<file path="config.mk">
export PLATFORM = sky130hd
export DESIGN_NAME = branch_predictor_bht
export DESIGN_NICKNAME = d
export VERILOG_FILES = /design/src/rtl/branch_predictor_bht.sv
export SDC_FILE = /design/constraint.sdc
export NUM_CORES = 1
export LEC_CHECK = 0
export CAP_MARGIN = 20
export CORE_ASPECT_RATIO = 0.75
export CORE_MARGIN = 2
export CORE_UTILIZATION = 54
export CTS_BUF_LIST = sky130_fd_sc_hd__clkbuf_8
export CTS_CLUSTER_DIAMETER = 40
export DETAILED_ROUTE_END_ITERATION = 16
export GPL_ROUTABILITY_DRIVEN = 0
export PLACE_DENSITY = 0.77
export SLEW_MARGIN = 25
export SYNTH_ARGS = -nofsm -noshare
export SYNTH_HDL_FRONTEND = slang
export SYNTH_SLANG_ARGS = --single-unit
</file>
<file path="constraint.sdc">
create_clock -name Clock -period 8.9 [get_ports Clock]
set_clock_uncertainty 0.2 [all_clocks]
set_input_delay 1.335 -clock Clock [delete_from_list [all_inputs] [get_ports Clock]]
set_output_delay 1.335 -clock Clock [all_outputs]
set_load 0.05 [all_outputs]
</file>
<file path="src/rtl/branch_predictor_bht.sv">
// ============================================================================
// Module   : branch_predictor_bht
// Purpose  : Dynamic branch predictor built from a table of saturating
//            counters. The table is indexed by PC bits, optionally XOR-hashed
//            with a non-speculative global history (gshare). It is looked up
//            in decode and trained from execute when a branch resolves.
//            Lookup and mispredict performance counters are included.
// Ports    : Clock, nReset          - clock, asynchronous active-low reset
//            lookup_valid/_pc        - decode-stage branch lookup
//            predict_taken/_index    - prediction and the index used
//            update_valid/_index/_taken/_mispredict - execute-stage training
//            ghr                     - current global history (debug)
//            lookup_count, mispredict_count - saturating perf counters
// Revision : 1.0 - initial release
// ============================================================================
`default_nettype none

module branch_predictor_bht #(
  parameter int ENTRIES   = 64,
  parameter int CTR_BITS  = 2,
  parameter int GSHARE    = 1,
  parameter int HIST_BITS = 6,
  parameter int CNT_BITS  = 32,
  localparam int IDX_BITS = $clog2(ENTRIES)
) (
  input  logic                 Clock,
  input  logic                 nReset,
  input  logic                 lookup_valid,
  input  logic [31:0]          lookup_pc,
  output logic                 predict_taken,
  output logic [IDX_BITS-1:0]  predict_index,
  input  logic                 update_valid,
  input  logic [IDX_BITS-1:0]  update_index,
  input  logic                 update_taken,
  input  logic                 update_mispredict,
  output logic [HIST_BITS-1:0] ghr,
  output logic [CNT_BITS-1:0]  lookup_count,
  output logic [CNT_BITS-1:0]  mispredict_count
);

  // Weakly not-taken: the value just below the taken threshold.
  localparam logic [CTR_BITS-1:0] c_ctr_reset = CTR_BITS'((1 << (CTR_BITS - 1)) - 1);
  localparam logic [CTR_BITS-1:0] c_ctr_max   = '1;
  localparam logic [CNT_BITS-1:0] c_cnt_max   = '1;

  logic [CTR_BITS-1:0]  table_q [ENTRIES];
  logic [CTR_BITS-1:0]  table_d [ENTRIES];
  logic [HIST_BITS-1:0] ghr_q, ghr_d;
  logic [HIST_BITS-1:0] ghr_shifted;
  logic [CNT_BITS-1:0]  lookup_count_q, lookup_count_d;
  logic [CNT_BITS-1:0]  mispredict_count_q, mispredict_count_d;

  logic [IDX_BITS-1:0]  raw_index;
  logic [CTR_BITS-1:0]  upd_ctr_cur;
  logic [CTR_BITS-1:0]  upd_ctr_next;
  logic [CTR_BITS-1:0]  sel_ctr;

  // PC bits outside the index field are intentionally ignored.
  logic unused_pc_bits;
  assign unused_pc_bits = ^{lookup_pc[31:IDX_BITS+2], lookup_pc[1:0]};

  // Word-aligned PC: drop the byte offset bits.
  assign raw_index = lookup_pc[IDX_BITS+1:2];

  generate
    if (GSHARE != 0) begin : g_gshare
      // History is zero-extended into the low index bits before hashing.
      assign predict_index = raw_index ^ IDX_BITS'(ghr_q);
    end else begin : g_pc_only
      assign predict_index = raw_index;
    end
  endgenerate

  generate
    if (HIST_BITS == 1) begin : g_hist_single
      assign ghr_shifted = update_taken;
    end else begin : g_hist_shift
      assign ghr_shifted = {ghr_q[HIST_BITS-2:0], update_taken};
    end
  endgenerate

  // Saturating next value of the entry being trained.
  always_comb begin
    upd_ctr_cur  = table_q[update_index];
    upd_ctr_next = upd_ctr_cur;
    if (update_taken) begin
      if (upd_ctr_cur != c_ctr_max) upd_ctr_next = upd_ctr_cur + CTR_BITS'(1);
    end else begin
      if (upd_ctr_cur != '0) upd_ctr_next = upd_ctr_cur - CTR_BITS'(1);
    end
  end

  // Bypass: a same-cycle update of the looked-up entry is visible immediately.
  always_comb begin
    if (update_valid && (update_index == predict_index)) sel_ctr = upd_ctr_next;
    else                                                 sel_ctr = table_q[predict_index];
  end

  assign predict_taken = sel_ctr[CTR_BITS-1];

  always_comb begin
    for (int i = 0; i < ENTRIES; i++) table_d[i] = table_q[i];
    if (update_valid) table_d[update_index] = upd_ctr_next;
  end

  always_comb begin
    ghr_d = ghr_q;
    if (update_valid) ghr_d = ghr_shifted;
  end

  always_comb begin
    lookup_count_d = lookup_count_q;
    if (lookup_valid && (lookup_count_q != c_cnt_max))
      lookup_count_d = lookup_count_q + CNT_BITS'(1);
  end

  always_comb begin
    mispredict_count_d = mispredict_count_q;
    if (update_valid && update_mispredict && (mispredict_count_q != c_cnt_max))
      mispredict_count_d = mispredict_count_q + CNT_BITS'(1);
  end

  always_ff @(posedge Clock or negedge nReset) begin
    if (!nReset) begin
      for (int i = 0; i < ENTRIES; i++) table_q[i] <= c_ctr_reset;
      ghr_q              <= '0;
      lookup_count_q     <= '0;
      mispredict_count_q <= '0;
    end else begin
      for (int i = 0; i < ENTRIES; i++) table_q[i] <= table_d[i];
      ghr_q              <= ghr_d;
      lookup_count_q     <= lookup_count_d;
      mispredict_count_q <= mispredict_count_d;
    end
  end

  assign ghr              = ghr_q;
  assign lookup_count     = lookup_count_q;
  assign mispredict_count = mispredict_count_q;

endmodule

`default_nettype wire
</file>
==> flow_metrics.py <==
metrics = {
    "detailed_routing": {
        "antenna_left": 0,
        "vias": 6926,
        "viasPerCell": 6.00,
        "drtPass1Iterations": 5,
        "drt_iter0_markers": 496,
        "routed_wl_um": 23500,
        "drc_errors": 0,
        "wire_per_inst_um": 20.4,
    },
    "setup_path": {
        "cp.arrival_ps": 5140,
        "path_class": "input pin to output port",
        "cp_slowest_cell": "clkdlybuf4s50_1",
        "crit_chain": "clkdlybuf4s50_1 > buf_4 > clkinv_1 > mux2i_1 > o22ai_1 > o21bai_1 > or3_1 > maj3_2 > a21o_1 > clkdlybuf4s50_1",
        "worst_ep_required_time_ps": 7360,
        "cp-start-kind": "input pin",
        "crit_fanout": 29,
        "cp_common_cell": "clkdlybuf4s50_1",
        "startpoint": "update_index[0]",
        "cp-end-kind": "output port",
        "cpPeakStageDelay_ps": 720,
        "r2r_start": "table_q[32]$_DFFE_PN1P_",
    },
    "floorplanning": {
        "core_area_mm2": 0.0185,
        "die_w_um": 163,
        "fp-row-count": 43,
        "die_y_um": 123,
        "start_util_pct": 55.3,
        "ioPinCount": 121,
        "die_area_mm2": 0.0201,
    },
    "cells_and_area": {
        "final_cell_mix": "mux2_2 (135), dfrtp_1 (134), clkdlybuf4s50_1 (91), dfstp_2 (64), nor2_1 (60)",
        "drive_gt1_share_pct": 32.5,
        "nets": 940,
        "fillers": 1434,
        "finalInstanceArea_mm2": 0.0117,
        "final_common_cell": "mux2_2",
        "final_cells": 1154,
        "multi_input_comb_area_mm2": 0.00489,
        "post-route-util_pct": 63.4,
        "antenna_cells": 0,
        "syn_to_final_growth_pct": 14.8,
        "seqCellArea_mm2": 0.00503,
    },
    "timing": {
        "fin_ws_ps": 2220,
        "slew_headroom_pct": 26.3,
        "holdWs_ps": 298,
        "period_share_pct": 75.0,
        "finalSetupViolations": 0,
        "rsz0062_at_grt": "false",
        "hold_viol": 0,
        "fmax_mhz": 150,
        "tns_ps": 0,
        "min_period_ps": 6680,
        "report.final.slew_viol_count": 0,
        "worstMarginPinSlew_ps": 1100,
    },
    "cts": {
        "clock_path_buffers": 2,
        "insertion_delay_ps": 490,
        "cts-buffers-inserted": 17,
        "holdBufCountCts": 0,
        "cts_max_level": 4,
        "clk_pin_slew_worst_paths_ps": 100,
        "cts_tree": "yes",
        "cts-root-buf": "clkbuf_8",
        "post_cts_buffers": 0,
        "cts_num_sinks": 198,
        "cts_resized": 0,
    },
    "place": {
        "dp.cells": 1121,
        "dp_slack_ps": 2290,
        "hpwl_um": 15700,
        "place_area_mm2": 0.0113,
        "io_buffer_count": 94,
    },
    "synthesis": {
        "synth_area_mm2": 0.0102,
        "synth_flop_cell": "dfrtp_1",
        "synthArstFlopShare_pct": 100,
        "syn_nets": 867,
        "synth_area_per_cell_um2": 12.5,
        "ys_ff_latch": 198,
        "synth_edf_count": 0,
        "yosysUniqueCellTypes": 64,
        "ys_warn_count": 0,
        "syn-instance-count": 821,
        "seq_area_frac_synth_pct": 49.2,
    },
    "power": {
        "p_total_mw": 2.40,
        "p_leak_nw": 4.96,
        "pwr_density_cell_mw_per_mm2": 204,
        "peakVddDrop_v": 0.000209,
    },
    "hold_path": {
        "hp-start": "mispredict_count[9]$_DFFE_PN0P_",
        "hold_path.class": "flip-flop to flip-flop",
    },
    "global_route": {
        "grt_max_degree": 73,
        "grt_use_total_pct": 24.4,
        "grt_pass1_wl_um": 37300,
        "grt_pass1_vias": 6715,
        "antenna_found_initial": 0,
        "grt-ovfl-total": 0,
    },
    "run": {
        "drv_cap": 0,
    },
    "run_status": {
        "status": "complete, no violations",
    },
}
-- cell type report --
| class | count | area share, % |
|---|---|---|
| clock inverter | 14 | 1.66 |
| tap | 247 | 2.63 |
| multi-input combinational | 561 | 41.6 |
| timing repair buffer | 102 | 8.66 |
| sequential | 198 | 42.9 |
| inverter | 14 | 0.448 |
| clock buffer | 18 | 2.11 |
-- logic make-up (layout without fill, tap and decap cells) --
kind of cell	after synthesis	count (layout)	synth area share, %
xor+xnor	74	74	6.41
flops	198	198	49.2
buf+inv	62	148	3.32
fa+ha+maj	4	4	0.465
compound gates	47	47	3.40
simple gates	246	246	12.2
mux	190	190	25.0
-- cell usage after synthesis, types with 2 or more instances --
master / number / area share, %
nor3b_1: 4 / 0.29
a21o_1: 2 / 0.15
a22oi_1: 2 / 0.15
mux2_4: 3 / 0.44
and4_1: 11 / 0.94
mux2_2: 135 / 15
or2_2: 5 / 0.31
buf_6: 8 / 0.88
o21ai_0: 3 / 0.15
clkbuf_2: 2 / 0.098
maj3_2: 2 / 0.22
mux2i_1: 15 / 1.5
nor3_1: 10 / 0.49
mux4_1: 2 / 0.51
nor4_1: 2 / 0.12
dfrtp_1: 134 / 33
buf_4: 5 / 0.37
nand2_1: 57 / 2.1
o22ai_1: 5 / 0.31
and3_1: 11 / 0.67
nand3b_1: 5 / 0.37
and3b_1: 2 / 0.17
or3_1: 4 / 0.24
nand2b_1: 7 / 0.43
a22o_1: 6 / 0.51
clkbuf_1: 19 / 0.70
buf_2: 8 / 0.39
a221oi_1: 5 / 0.43
a21oi_1: 7 / 0.34
a31oi_1: 3 / 0.18
buf_1: 4 / 0.15
xnor2_1: 43 / 3.7
mux4_2: 35 / 7.7
nand4_1: 18 / 1.1
and2_1: 10 / 0.61
ha_1: 2 / 0.24
xor2_1: 30 / 2.6
inv_1: 13 / 0.48
dfstp_2: 64 / 16
nand3_1: 34 / 1.7
nor2_1: 60 / 2.2
or3b_2: 2 / 0.17
-- final timing paths --
| path | to | slack, ps | cells past startpoint |
|---|---|---|---|
| setup / recovery | predict_taken | 2220 | 10 |
| hold / removal | mispredict_count[9]$_DFFE_PN0P_ | 300 | 1 |
| setup reg to reg | table_q[77]$_DFFE_PN0P_ | 5780 | 8 |
| hold reg to reg | mispredict_count[9]$_DFFE_PN0P_ | 300 | 1 |
| max in group asynchronous | table_q[75]$_DFFE_PN0P_ | 6650 | 2 |
| min in group asynchronous | lookup_count[12]$_DFFE_PN0P_ | 610 | 1 |
-- sequential cells by signal (all words and copies together) (netlist names) --
| signal | flops |
|---|---|
| table_q | 128 |
| mispredict_count | 32 |
| ghr | 6 |
| lookup_count | 32 |
-- layer usage --
| layer | track usage (%) | routed length, um | vias up |
|---|---|---|---|
| li1 | - | - | 3110 |
| met1 | 37.2 | 11100 | 3589 |
| met2 | 35.3 | 10700 | 205 |
| met3 | 6.07 | 1430 | 22 |
| met4 | 5.86 | 273 | 0 |
| met5 | 0 | 0 | - |
-- power breakdown --
| group | internal [mW] | switching (mW) | total [mW] |
|---|---|---|---|
| clock | 0.251 | 0.371 | 0.621 |
| sequential | 1.05 | 0.0944 | 1.14 |
| combinational | 0.260 | 0.370 | 0.630 |
-- worst max-delay path, delay by kind of cell --
kind                     cells  cell delay (ps)
buffers and inverters        4             2170
multiplexers                 1              410
adder cells (fa/ha/maj)      1              310
AND/OR/NAND/NOR              1              330
AO/OA/AOI/OAI                3              550
No activity file was read; power rests on OpenSTA's default activity.
==> RTL change, RTL diff (same flow settings) <==
Set the parameter `CNT_BITS` to 48 (it was 32).
--- a/src/rtl/branch_predictor_bht.sv
+++ b/src/rtl/branch_predictor_bht.sv
@@ -20,7 +20,7 @@
   parameter int CTR_BITS  = 2,
   parameter int GSHARE    = 1,
   parameter int HIST_BITS = 6,
-  parameter int CNT_BITS  = 32,
+  parameter int CNT_BITS  = 48,
   localparam int IDX_BITS = $clog2(ENTRIES)
 ) (
   input  logic                 Clock,
Interface: changed (resized lookup_count and mispredict_count); port bits go from 121 to 153. No check against the original RTL was run, so the function may have changed too.
==> RTL change against the unedited design <==
- cell count up 22%
- sequential power grew 11%
- worst setup slack got worse by 0.48 ns
- cell area up 19%
- sequential cell count is 32 higher
- power increased by 19%
- sequential share of layout area shrank 1.2 points
- maximum frequency is 6.7% lower
- wire length increased by 19%
- first-iteration DRC count up 45%
- area after synthesis grew 14%
- critical endpoint unchanged
- largest power group unchanged
==> RTL change: results <==
{
  "synth_area_leaders": "dfrtp_1 35%, dfstp_2 14%, mux2_2 12%",
  "grt_max_degree": 88,
  "path_max_fanout": 16,
  "p_int_w": 0.00197,
  "dpl_worst_slack_ns": 1.81,
  "outcome": "finished clean",
  "p_total_w": 0.00285,
  "grtUsageTotal": 0.244,
  "io_buffers": 126,
  "r2r_end": "table_q[75]",
  "clk_latency_ns": 0.53,
  "timing.rr.start": "table_q[78]",
  "worst_pin_slew_ns": 1.00,
  "drive_above_1_share": 0.294,
  "synth.avg_cell_area_um2": 12.3,
  "grt_pass1_vias": 8193,
  "p_leak_nw": 5.95,
  "max_stage_delay_ns": 1.01,
  "viasPerCell": 5.91,
  "synth_mux_area_frac": 0.228,
  "clockBufferDepth": 3,
  "grt_pass1_wl_mm": 44.7,
  "placed_cells": 1334,
  "final_nets": 1133,
  "powerComb_w": 0.000605
}
-- RTL change: layout make-up --
class,count,share of cell area
clock buffer,52,0.0511
multi-input combinational,666,0.399
inverter,13,0.00348
tap,288,0.0257
clock inverter,19,0.00759
timing repair buffer,137,0.0962
sequential,230,0.417
-- RTL change: worst min-delay path by stage --
| stage | cells after the start | slack (ns) | endpoint |
|---|---|---|---|
| after global routing | 1 | 0.31 | lookup_count[9] |
| after CTS | 1 | 0.29 | lookup_count[9] |
| after global placement | 1 | 0.28 | lookup_count[9] |
| final | 1 | 0.29 | mispredict_count[10] |
| after floorplan | 1 | 0.29 | table_q[107] |
| after detailed placement | 1 | 0.28 | lookup_count[9] |
-- RTL change: routing by layer --
layer,share of wire,global-route usage
met1,0.45,0.364
met2,0.44,0.349
met3,0.082,0.0625
met4,0.023,0.0789
met5,0,0
-- RTL change: critical path: cells and delay by family --
family,cells,cell delay [ns]
fa+ha+maj,1,0.34
buf+inv,3,2.57
compound gates,3,0.57
simple gates,2,0.78
